### config.mk
export PLATFORM = sky130hd
export DESIGN_NAME = multicycle_ctrl
export DESIGN_NICKNAME = d
export VERILOG_FILES = /design/src/rtl/rvnova_ctrl_pkg.sv /design/src/rtl/instret_counter.sv /design/src/rtl/multicycle_ctrl.sv
export SDC_FILE = /design/constraint.sdc
export NUM_CORES = 1
export LEC_CHECK = 0
export CAP_MARGIN = 25
export CORE_ASPECT_RATIO = 0.6
export CORE_MARGIN = 1.5
export CORE_UTILIZATION = 25
export CTS_BUF_LIST = sky130_fd_sc_hd__clkbuf_4
export CTS_CLUSTER_SIZE = 25
export DETAILED_ROUTE_END_ITERATION = 10
export PLACE_DENSITY = 0.53
export RECOVER_POWER = 100
export SLEW_MARGIN = 25
export SYNTH_ARGS = -nofsm -noshare
export SYNTH_HDL_FRONTEND = slang
export SYNTH_SLANG_ARGS = --single-unit
export TNS_END_PERCENT = 30
### constraint.sdc
create_clock -name clk -period 3.4 [get_ports clk]
set_clock_uncertainty 0.15 [all_clocks]
set_input_delay 1.02 -clock clk [delete_from_list [all_inputs] [get_ports clk]]
set_output_delay 1.02 -clock clk [all_outputs]
set_load 0.05 [all_outputs]
### src/rtl/rvnova_ctrl_pkg.sv
// Shared types and encodings for the RvNOVA multi-cycle controller.
package rvnova_ctrl_pkg;

  typedef enum logic [2:0] {
    FETCH,
    DECODE,
    EXEC,
    MEM,
    WB,
    TRAP
  } ctrl_state_t;

  localparam logic [1:0] PC_SEL_PLUS4  = 2'b00;
  localparam logic [1:0] PC_SEL_TARGET = 2'b01;
  localparam logic [1:0] PC_SEL_TRAP   = 2'b10;

  localparam logic [1:0] WB_SEL_ALU = 2'b00;
  localparam logic [1:0] WB_SEL_MEM = 2'b01;
  localparam logic [1:0] WB_SEL_PC4 = 2'b10;

  localparam logic [1:0] TRAP_NONE    = 2'b00;
  localparam logic [1:0] TRAP_ILLEGAL = 2'b01;
  localparam logic [1:0] TRAP_SYSTEM  = 2'b10;

endpackage

### src/rtl/instret_counter.sv
// Retired-instruction counter; wraps modulo 2^CNT_W, cleared by reset.
module instret_counter #(
  parameter int unsigned CNT_W = 32
) (
  input  logic             clk,
  input  logic             rst_n,
  input  logic             inc,
  output logic [CNT_W-1:0] count
);

  localparam logic [CNT_W-1:0] One = {{(CNT_W-1){1'b0}}, 1'b1};

  logic [CNT_W-1:0] count_q;

  always_ff @(posedge clk or negedge rst_n) begin
    if (!rst_n) begin
      count_q <= '0;
    end else if (inc) begin
      count_q <= count_q + One;
    end
  end

  assign count = count_q;

endmodule

### src/rtl/multicycle_ctrl.sv
// Multi-cycle FETCH/DECODE/EXEC/MEM/WB sequencer for the RvNOVA RV32I core,
// with a TRAP state that halts on illegal/system instructions until acknowledged.
module multicycle_ctrl
  import rvnova_ctrl_pkg::*;
#(
  parameter int unsigned CNT_W = 32
) (
  input  logic             clk,
  input  logic             rst_n,
  input  logic             dec_reg_write,
  input  logic             dec_mem_read,
  input  logic             dec_mem_write,
  input  logic             dec_mem_to_reg,
  input  logic             dec_branch,
  input  logic             dec_jump,
  input  logic             dec_illegal,
  input  logic             dec_system,
  input  logic             br_taken,
  input  logic             mem_ready,
  input  logic             trap_ack,
  output logic             mem_req,
  output logic             mem_we,
  output logic             mem_addr_sel,
  output logic             ir_we,
  output logic             pc_we,
  output logic [1:0]       pc_sel,
  output logic             rf_we,
  output logic [1:0]       wb_sel,
  output logic             halted,
  output logic [1:0]       trap_cause,
  output logic [CNT_W-1:0] instret
);

  ctrl_state_t state_q, state_d;
  logic reg_write_q, mem_read_q, mem_write_q, mem_to_reg_q, branch_q, jump_q;
  logic take_q, take_d;
  logic halted_q;
  logic [1:0] cause_q;
  logic retire;

  always_ff @(posedge clk or negedge rst_n) begin
    if (!rst_n) begin
      state_q      <= FETCH;
      reg_write_q  <= 1'b0;
      mem_read_q   <= 1'b0;
      mem_write_q  <= 1'b0;
      mem_to_reg_q <= 1'b0;
      branch_q     <= 1'b0;
      jump_q       <= 1'b0;
      take_q       <= 1'b0;
      halted_q     <= 1'b0;
      cause_q      <= TRAP_NONE;
    end else begin
      state_q <= state_d;
      take_q  <= take_d;
      if (state_q == DECODE) begin
        reg_write_q  <= dec_reg_write;
        mem_read_q   <= dec_mem_read;
        mem_write_q  <= dec_mem_write;
        mem_to_reg_q <= dec_mem_to_reg;
        branch_q     <= dec_branch;
        jump_q       <= dec_jump;
        if (dec_illegal) begin
          halted_q <= 1'b1;
          cause_q  <= TRAP_ILLEGAL;
        end else if (dec_system) begin
          halted_q <= 1'b1;
          cause_q  <= TRAP_SYSTEM;
        end
      end
      if (state_q == TRAP && trap_ack) begin
        halted_q <= 1'b0;
        cause_q  <= TRAP_NONE;
      end
    end
  end

  always_comb begin
    state_d      = state_q;
    take_d       = take_q;
    retire       = 1'b0;
    mem_req      = 1'b0;
    mem_we       = 1'b0;
    mem_addr_sel = 1'b0;
    ir_we        = 1'b0;
    pc_we        = 1'b0;
    pc_sel       = PC_SEL_PLUS4;
    rf_we        = 1'b0;
    wb_sel       = WB_SEL_ALU;

    unique case (state_q)
      FETCH: begin
        mem_req = 1'b1;
        if (mem_ready) begin
          ir_we   = 1'b1;
          state_d = DECODE;
        end
      end
      DECODE: begin
        if (dec_illegal || dec_system) begin
          state_d = TRAP;
        end else begin
          state_d = EXEC;
        end
      end
      EXEC: begin
        // Branches retire here, so the fresh compare result steers pc_sel this cycle.
        take_d = jump_q | (branch_q & br_taken);
        if (mem_read_q || mem_write_q) begin
          state_d = MEM;
        end else if (reg_write_q) begin
          state_d = WB;
        end else begin
          retire  = 1'b1;
          state_d = FETCH;
        end
      end
      MEM: begin
        mem_req      = 1'b1;
        mem_addr_sel = 1'b1;
        mem_we       = mem_write_q;
        if (mem_ready) begin
          if (mem_read_q) begin
            state_d = WB;
          end else begin
            retire  = 1'b1;
            state_d = FETCH;
          end
        end
      end
      WB: begin
        rf_we   = 1'b1;
        wb_sel  = mem_to_reg_q ? WB_SEL_MEM : (jump_q ? WB_SEL_PC4 : WB_SEL_ALU);
        retire  = 1'b1;
        state_d = FETCH;
      end
      TRAP: begin
        if (trap_ack) begin
          pc_we   = 1'b1;
          pc_sel  = PC_SEL_TRAP;
          state_d = FETCH;
        end
      end
      default: state_d = FETCH;
    endcase

    if (retire) begin
      pc_we  = 1'b1;
      pc_sel = take_d ? PC_SEL_TARGET : PC_SEL_PLUS4;
    end

    // Reset must silence the port immediately, even though state already reads FETCH.
    if (!rst_n) begin
      retire       = 1'b0;
      mem_req      = 1'b0;
      mem_we       = 1'b0;
      mem_addr_sel = 1'b0;
      ir_we        = 1'b0;
      pc_we        = 1'b0;
      pc_sel       = PC_SEL_PLUS4;
      rf_we        = 1'b0;
      wb_sel       = WB_SEL_ALU;
    end
  end

  instret_counter #(
    .CNT_W(CNT_W)
  ) u_instret (
    .clk  (clk),
    .rst_n(rst_n),
    .inc  (retire),
    .count(instret)
  );

  assign halted     = halted_q;
  assign trap_cause = cause_q;

endmodule

## Yosys cells after proc, flatten, opt, wreduce, memory -nomap -nowiden

Cells that the tools add are included.

- Register bits after elaboration: 45
- Bits of input ports: 13

- Add/subtract/negate cells: 1
- Muxes and demuxes: 47
- Reduce and logical (&&, ||, !) cells: 9
- Bitwise gates (word level): 2
- Eq/ne operators: 8

Operator list:

| cell | count |
|---|---|
| $add 32x1->32 const B | 1 |
| $mux 1 | 26 |
| $mux 2 | 12 |
| $mux 3 | 7 |
| $pmux 3 s5 | 1 |
| $eq 3x2->1 const B | 2 |
| $eq 3x3->1 const B | 2 |
| $ne 2x2->1 const B | 3 |
| $eq 3x1->1 const B | 1 |
| $logic_not 3->1 | 1 |
| $pmux 1 s3 | 1 |
| $reduce_and 3->1 | 1 |
| $reduce_bool 3->1 | 1 |
| $logic_or 1x1->1 | 2 |
| $reduce_and 2->1 | 1 |
| $reduce_bool 2->1 | 1 |
| $reduce_or 2->1 | 1 |
| $and 1x1->1 | 1 |
| $logic_and 1x1->1 | 1 |
| $or 1x1->1 | 1 |

## Longest topological paths before layout

Gate-level depths: netlist of run 1.

- Depth after elaboration: 6
- Mapped depth: 7

## Cells and area by module

A second synthesis of run 1 with hierarchy kept.

- Cells, all modules: 197
- Area total of the unflattened synthesis: 2180.8 sq um

Modules (own cells, without submodules):

| module | sequential area each (sq um) | cells each | area an instance (sq um) | instances |
|---|---|---|---|---|
| instret_counter | 800.8 | 123 | 1448.9 | 1 |
| multicycle_ctrl | 325.3 | 74 | 732.0 | 1 |

## Worst setup path after synthesis of run 1

No wires, ideal clock.

- Path kind: in2out
- Start: input rst_n
- End: output pc_we
- Arrival time: 2763 ps
- Stages: 3
- Slack: -533 ps
- Buffers on the path: 0
- Cells stage by stage: inv_1 > nor3_1 > or3_1

- Cells in the longest elaborated chain, start to end: 1

RTL lines:

| what | line | RTL |
|---|---|---|
| start, declared | multicycle_ctrl.sv:9 | `input logic rst_n,` |
| $mux 1 | multicycle_ctrl.sv:153 | `if (!rst_n) begin` |
| end, declared | multicycle_ctrl.sv:25 | `output logic pc_we,` |

No other way between the ends.

## Worst setup path in the final report of run 1

- Start: input trap_ack
- End: output pc_we

- Cells in the longest elaborated chain, start to end: 4

RTL lines:

| what | line | RTL |
|---|---|---|
| start, declared | multicycle_ctrl.sv:20 | `input logic trap_ack,` |
| $mux 1 | multicycle_ctrl.sv:138 | `if (trap_ack) begin` |
| $mux 1 | multicycle_ctrl.sv:91 | `unique case (state_q)` |
| $mux 1 | multicycle_ctrl.sv:147 | `if (retire) begin` |
| $mux 1 | multicycle_ctrl.sv:153 |  |

No other way between the ends.

==> impl_metrics.tcl, run 1 <==
set metrics [dict create \
    synth_top_family_by_area "simple AND/OR/NAND/NOR gates" \
    grt_pass1_wl_mm 10.0 \
    synth_compound_area_share_pct 6.79 \
    synth_xor_area_share_pct 12.1 \
    grt_overflow_total 0 \
    cts_tree "built" \
    num_vias 1771 \
    synthTopCellsByArea "dfrtp_1, xnor2_1, and3_1, mux2_2, nand2_1" \
    firstDrtPassIters 4 \
    post_cts_resized 3 \
    nNetsFinal 293 \
    startpoint "trap_ack" \
    p_per_area_nw_per_um2 566 \
    regArea_um2 1130 \
    multi_input_area_um2 1030 \
    postSynthAreaPerCell_um2 10.7 \
    min_period_ps 3300 \
    die_w_um 125 \
    clk_pin_slew_worst_paths_ps 130 \
    tightest_slew_ps 1170 \
    clk_latency_ps 370 \
    synthMuxAreaShare_pct 3.50 \
    setup_slack_ps 99.8 \
    rows 26 \
    finalSetupViolCount 0 \
    wl_per_cell_um 14.9 \
    gp_congestion 0.786 \
    worst_setup_path_start_kind "input port" \
    cts_num_sinks 45 \
    cts_buffer_depth 2 \
    drive_gt1_share_pct 11.8 \
    hold_viol 0 \
    seqPwrFrac_pct 44.1 \
    area_growth_pct 34.4 \
    p_leak_uw 0.00138 \
    fin_cells 391 \
    die_y_um 76.5 \
    fin_crit_sh_pct 97.1 \
    vias_per_cell 4.53 \
    syn_area_um2 2250 \
    core_area_um2 8620 \
    design_area_um2 3020 \
    cts_buffers 5 \
    pwr-share-clk_pct 14.4 \
    ys_seq_area_share_pct 50.1 \
    post_cts_buffers 0 \
    hpwlAfterDp_mm 4.49 \
    max_cap_violations 0 \
    crit_path_max_fanout 2 \
    largest_reg_flops 32 \
    port_buffers 57 \
    hold_buffers 0 \
    ant_nets 0 \
    tns_ps 0 \
    synth_ff_type "dfrtp_1" \
    yosysMostFrequentCell "dfrtp_1" \
    p_int_uw 984 \
    grt_pass1_vias 1728 \
    holdWs_ps 324 \
    diodes 0 \
    netlist_top_cells_count "dfrtp_1, xnor2_1, nand2_1" \
    cp_data_required_time_ps 2230 \
    dp_slack_ps -30.7 \
    antenna_found_initial 0 \
    swShare_pct 42.5 \
    reg2reg_depth 8 \
    fillCellCount 882 \
    r2r-start "state_q[1]" \
    placed_area_um2 3070 \
    track_usage_pct 13.3 \
    start_util_pct 26.1 \
    drc 0 \
    finalMaxSlewViolations 0 \
    critical_path_class "input port to output port" \
    synth_top_area_share_pct 50.1 \
    placedCellCount 384 \
    routed_wl_mm 5.83 \
    io_pins 58 \
    hold_class "flop to flop" \
    yosysTopAreaCell "dfrtp_1" \
    ys_warn_count 0 \
    synth-edff-count 0 \
    reg2reg_to "u_instret.count[27]" \
    synthSimpleGateAreaFrac_pct 23.6 \
    cts_root_buf "clkbuf_4" \
    rsz0062_at_grt "no" \
    p_comb_share_pct 41.5 \
    synth_cell_types 37 \
    netlist_instances 211 \
    rrSetupSlack_ps 730 \
    htree_levels 2 \
    synth_adder_area_share_pct 0.556 \
    ys_ff_latch 45 \
    fmax_mhz 303 \
    cp_data_arrival_time_ps 2130 \
    syn_nets 225 \
    dieArea_um2 9600 \
    drt_iter0_drc 52 \
    ir_drop_v 0.000284 \
    grt_max_degree 48 \
    status "finished clean" \
    p_switching_uw 728 \
    worstSetupEndpoint "pc_we" \
    end_kind "output port" \
    slew_headroom_pct 22.0 \
    ys_async_sr_fraction_pct 100 \
]
## layout make-up
class	instances	share of cell area, %
Clock inverter	2	0.373
Sequential cell	45	37.3
Tap cell	112	4.64
Clock buffer	5	1.24
Multi-Input combinational cell	153	33.9
Timing Repair Buffer	69	21.9
Inverter	5	0.621
## worst min-delay path by stage
stage                              from                  end  cells after the start
floorplan                      branch_q             branch_q                      1
global placement    u_instret.count[31]  u_instret.count[31]                      1
detailed placement  u_instret.count[31]  u_instret.count[31]                      1
CTS                 u_instret.count[31]  u_instret.count[31]                      1
global route        u_instret.count[31]  u_instret.count[31]                      1
finish              u_instret.count[31]  u_instret.count[31]                      1
## cells in the final DEF, fill, tap and decap left out, types with 6 or more instances in the layout
cell	synthesis	final
nand3_1	11	11
clkdlybuf4s50_1	0	9
nor2_1	15	15
a21oi_1	5	6
nand4_1	11	11
clkbuf_1	2	6
clkbuf_4	0	6
dlygate4sd3_1	0	36
and3_1	14	14
dfrtp_1	45	45
xnor2_1	28	28
nand2_1	19	19
mux2_2	7	7
## worst max-delay path, stage by stage
cell and delay (ps):
clkdlybuf4s50_1 410, nand2_1 90, nor3_1 60, or3_1 350, buf_4 190
## layer usage
metal | routed length, um | track usage (%) | share of wire, %
met3 | 197 | 3.30 | 3.4
met5 | 0 | 0 | 0
met1 | 3430 | 22.1 | 59
met2 | 2130 | 16.1 | 37
met4 | 71 | 3.75 | 1.2
## metrics by stage
step                util, %  total power [uW]
floorplan                 -              1250
global route           35.1              1840
finish                 35.1              1710
global placement       35.7              1530
detailed placement     35.7              1540
CTS                    36.3              1800
## kinds of logic (layout without fill, tap and decap cells)
group,count (synthesis),in the layout
adders and majority gates,1,1
DFF,45,45
xor gates and xnor gates,31,31
muxes,7,7
and+or+nand+nor,93,93
buffers and inverters,13,81
AOI/OAI and AO/OA,21,21
## power by group through the flow
stage	Sequential (uW)	Clock, uW	Combinational (uW)
global route	773	290	774
finish	754	247	711
floorplan	829	0	422
global placement	764	0	766
detailed placement	767	0	776
CTS	755	262	782
(Power assumes the default switching activity.)
==> run 2, diff against run 1 <==
- CORE_UTILIZATION: 25 -> 50
- CTS_CLUSTER_DIAMETER: unset -> 150
- PLACE_DENSITY: 0.53 -> 0.88
==> run 2 against run 1 <==
Against the previous run: non-clock buffer count up 1; register-to-register slack better by 100 ps; sequential share of layout area down 0.28 points; via count up 5.9%; utilization up 37 points; first-iteration DRC count up 21%; hold slack better by 15 ps; routed wire length down 9.7%; largest cell class unchanged.
==> impl_metrics.tcl, run 2 (same netlist as run 1, synthesis figures left out) <==
set metrics [dict create \
    cp.depth 5 \
    vias_per_cell 5.50 \
    cts_buffer_depth 2 \
    grt_overflow_total 0 \
    area_growth_pct 35.4 \
    critical_path.top_delay_family "buffers and inverters" \
    htree_levels 2 \
    diodes 0 \
    fillCellCount 331 \
    cp_slowest_cell "clkdlybuf4s50_1" \
    drive_gt1_share_pct 14.2 \
    cp_data_required_time_ps 2230 \
    startpoint "br_taken" \
    drc 0 \
    hp-start "u_instret.count[31]" \
    worst_setup_path_start_kind "input port" \
    num_vias 1875 \
    post_cts_resized 2 \
    cp_common_cell "a21oi_1" \
    placed_area_um2 3040 \
    min_period_ps 3340 \
    reg2reg_to "u_instret.count[25]" \
    hold_viol 0 \
    final_cell_mix "dfrtp_1, dlygate4sd3_1, xnor2_1" \
    ir_drop_v 0.000363 \
    grt_pass1_wl_mm 8.45 \
    ant_nets 0 \
    slowest_delay_ps 400 \
    grt_max_degree 48 \
    reg2reg_depth 7 \
    grt_pass1_vias 1673 \
    rsz0062_at_grt "no" \
    firstDrtPassIters 5 \
    cts_root_buf "clkbuf_4" \
    crit_path_max_fanout 2 \
    hold_buffers 0 \
    finalMaxSlewViolations 0 \
    fin_cells 341 \
    hpwlAfterDp_mm 4.09 \
    clk_pin_slew_worst_paths_ps 140 \
    status "finished clean" \
    path_buf_inv 2 \
    cts_tree "built" \
    nNetsFinal 294 \
    core_area_um2 4210 \
    dp_slack_ps -44.2 \
    tightest_slew_ps 1120 \
    critical_path_class "input port to output port" \
    die_w_um 89.6 \
    routed_wl_mm 5.27 \
    cts_num_sinks 45 \
    port_buffers 57 \
    cp_data_arrival_time_ps 2170 \
    end_kind "output port" \
    p_per_area_nw_per_um2 619 \
    drt_iter0_drc 63 \
    clk_latency_ps 360 \
    holdWs_ps 339 \
    design_area_um2 3050 \
    setup_slack_ps 55.4 \
    io_pins 58 \
    largest_reg_flops 32 \
    start_util_pct 53.4 \
    max_cap_violations 0 \
    p_leak_uw 0.00143 \
    slew_headroom_pct 25.4 \
    hold_class "flop to flop" \
    gp_congestion 0.921 \
    placedCellCount 333 \
    antenna_found_initial 0 \
    r2r-start "state_q[1]" \
    rows 18 \
    finalSetupViolCount 0 \
    layout_commonest_cell "dfrtp_1" \
    fin_crit_sh_pct 98.4 \
    whs_path_depth 1 \
    track_usage_pct 23.9 \
    die_y_um 55.0 \
    wl_per_cell_um 15.4 \
    dieArea_um2 4920 \
    rrSetupSlack_ps 830 \
    finalPower_uw 1890 \
    worstSetupEndpoint "pc_sel[0]" \
    path_cells "clkdlybuf4s50_1, a21oi_1, a21oi_1, and3_1, buf_12" \
    post_cts_buffers 0 \
    cts_buffers 5 \
    fmax_mhz 299 \
]
## run 2: cell count changes in the layout (fill, tap and decap cells not counted), sizes merged
cell,before,now
clkbuf,17,14
clkinvlp,1,0
buf,11,15
bufinv,0,2
## run 2: where the power goes
| part | internal [uW] | switching, uW | total [uW] |
|---|---|---|---|
| logic | 296 | 438 | 734 |
| registers | 630 | 117 | 747 |
| clock network | 228 | 177 | 405 |
| total | 1150 | 733 | 1890 |
## run 2: final cells by class
class / count / area [um^2] / area share [%]
clock inverter: 3 / 65.1 / 2.14
clock buffer: 5 / 37.5 / 1.23
timing repair buffer: 70 / 687 / 22.6
inverter: 5 / 18.8 / 0.616
sequential: 45 / 1130 / 37.0
tap: 60 / 75.1 / 2.47
multi-input combinational: 153 / 1040 / 34.0
## run 2: layer usage
layer	GRT usage, %	share of wire, %
met5	0	0
met4	4.62	0.68
met3	6.97	5.7
met2	35.0	45
met1	35.7	49
## run 2: stage by stage
| step | TNS (ps) | utilization (%) |
|---|---|---|
| CTS | 0 | 74.7 |
| floorplan | -641 | - |
| detailed placement | -53.4 | 72.2 |
| finish | 0 | 72.3 |
| global placement | -33.7 | 72.2 |
| global route | 0 | 72.3 |
## run 2: worst register-to-register path: cells and delay by family, from the launching register on
| kind | cells | cell delay, ps |
|---|---|---|
| compound gates | 2 | 410 |
| buf+inv | 2 | 700 |
| simple gates | 2 | 500 |
| xor+xnor | 1 | 170 |
| flops | 1 | 530 |
## run 2: worst min-delay path by stage
stage / endpoint
after floorplan: branch_q
after global placement: u_instret.count[31]
after global routing: u_instret.count[31]
after detailed placement: u_instret.count[31]
final: u_instret.count[31]
after CTS: u_instret.count[31]
==> run 3, diff against run 2 <==
- CORE_ASPECT_RATIO: 0.6 -> unset
==> run 3 against run 2 <==
Against the previous run: maximum frequency about the same; sequential cell count stayed put; total power fell by 9.6%; cell area down 1.8%; count of clock-buffer cells in the layout increased by 1; sequential share of layout area is 0.66 points higher; first-iteration DRC count grew to 2.6 times the previous value; combinational power decreased by 4.1%; non-clock buffer count decreased by 2; die area shrank 0.27%; register-to-register slack worse by 160 ps; clock power fell by 37%.
==> impl_metrics.tcl, run 3 (same netlist as run 1, synthesis figures left out) <==
set metrics [dict create \
    status "finished clean" \
    crit_path_max_fanout 2 \
    drt_iter0_drc 165 \
    tns_ps 0 \
    hpwlAfterDp_mm 3.63 \
    drive_gt1_share_pct 13.3 \
    firstDrtPassIters 6 \
    ir_drop_v 0.000250 \
    area_growth_pct 33.0 \
    placed_area_um2 2990 \
    layout_commonest_cell "dfrtp_1" \
    worst_setup_path_start_kind "input port" \
    core_area_um2 4350 \
    dp_slack_ps -78.6 \
    fin_crit_sh_pct 98.3 \
    hold_buffers 0 \
    grt_max_degree 48 \
    cts_buffer_depth 2 \
    gp_congestion 0.893 \
    wl_met3_um 239 \
    tightest_slew_ps 1100 \
    grt_overflow_total 0 \
    clk_pin_slew_worst_paths_ps 120 \
    grt_pass1_vias 1808 \
    post_cts_resized 3 \
    slew_headroom_pct 26.8 \
    port_buffers 57 \
    p_leak_uw 0.00139 \
    end_kind "output port" \
    hold_viol 0 \
    final_cell_mix "dfrtp_1, dlygate4sd3_1, xnor2_1" \
    post_cts_buffers 0 \
    ant_nets 0 \
    nNetsFinal 292 \
    drc 0 \
    cts_tree "built" \
    finalMaxSlewViolations 0 \
    cp_data_required_time_ps 2230 \
    clk_latency_ps 350 \
    die_y_um 70.1 \
    hold_class "flop to flop" \
    die_w_um 70.1 \
    final_util_pct 68.7 \
    cts_buffers 5 \
    io_pins 58 \
    fillCellCount 356 \
    critical_path_class "input port to output port" \
    met1Wirelength_mm 2.21 \
    diodes 0 \
    vias_per_cell 5.52 \
    num_vias 1826 \
    htree_levels 2 \
    wl_met2_mm 2.42 \
    rsz0062_at_grt "no" \
    grt_pass1_wl_mm 8.29 \
    max_cap_violations 0 \
    fin_cells 331 \
    finalSetupViolCount 0 \
    rows 24 \
    cts_root_buf "clkbuf_4" \
    routed_wl_mm 4.92 \
    wl_per_cell_um 14.9 \
    design_area_um2 2990 \
    highest_layer "met4" \
    track_usage_pct 20.9 \
    antenna_found_initial 0 \
    cp_data_arrival_time_ps 2170 \
    setup_slack_ps 58.1 \
    cts_num_sinks 45 \
    largest_reg_flops 32 \
    fmax_mhz 299 \
    min_period_ps 3340 \
    dieArea_um2 4910 \
    p_per_area_nw_per_um2 570 \
    start_util_pct 51.7 \
    placedCellCount 323 \
]
==> run 3: cell types whose count changed in the layout (fill, tap and decap cells not counted), sizes merged <==
cell / before / now
bufinv: 2 / 0
clkdlybuf4s50: 9 / 8
clkinvlp: 0 / 2
clkinv: 1 / 0
dlygate4sd3: 36 / 37
clkbuf: 14 / 17
buf: 15 / 11
==> run 3: critical path, stage by stage <==
cell	delay (ps)
dlygate4sd3_1	530
a21oi_1	60
a21oi_1	190
and3_1	210
buf_6	160
==> run 3: power breakdown <==
part	internal (uW)	switching [uW]	total [uW]
Sequential	630	114	744
Clock	88.9	167	256
Combinational	282	422	704
Total	1000	704	1700
==> run 3: per-layer routing <==
metal	vias to the layer above	global-route usage, %
li1	874	-
met1	898	28.1
met2	48	33.9
met3	6	4.76
met4	0	6.41
met5	-	0
==> run 3: final timing paths <==
kind	start	endpoint	slack, ps	cells after the start
min	u_instret.count[31]	u_instret.count[31]	330	1
min reg2reg	u_instret.count[31]	u_instret.count[31]	330	1
min in group asynchronous	rst_n	halted	880	2
max in group asynchronous	rst_n	u_instret.count[31]	1550	2
max reg2reg	state_q[2]	u_instret.count[15]	670	8
max	br_taken	pc_sel[0]	60	5
==> run 3: per-stage QoR <==
step | total power (uW) | hold WS [ps]
6_report | 1700 | 329
3_5_place_dp | 1510 | 321
4_1_cts | 1770 | 342
2_1_floorplan | 1250 | 331
5_1_grt | 1810 | 378
3_3_place_gp | 1490 | 313
==> run 3: layout make-up <==
type                       instances  area [um^2]  share of cell area (%)
sequential                        45         1130                    37.6
multi-input combinational        153         1050                    35.0
timing repair buffer              68          674                    22.5
tap                               52         65.1                    2.17
clock buffer                       6         45.0                    1.51
inverter                           5         18.8                   0.627
clock inverter                     2         15.0                   0.502
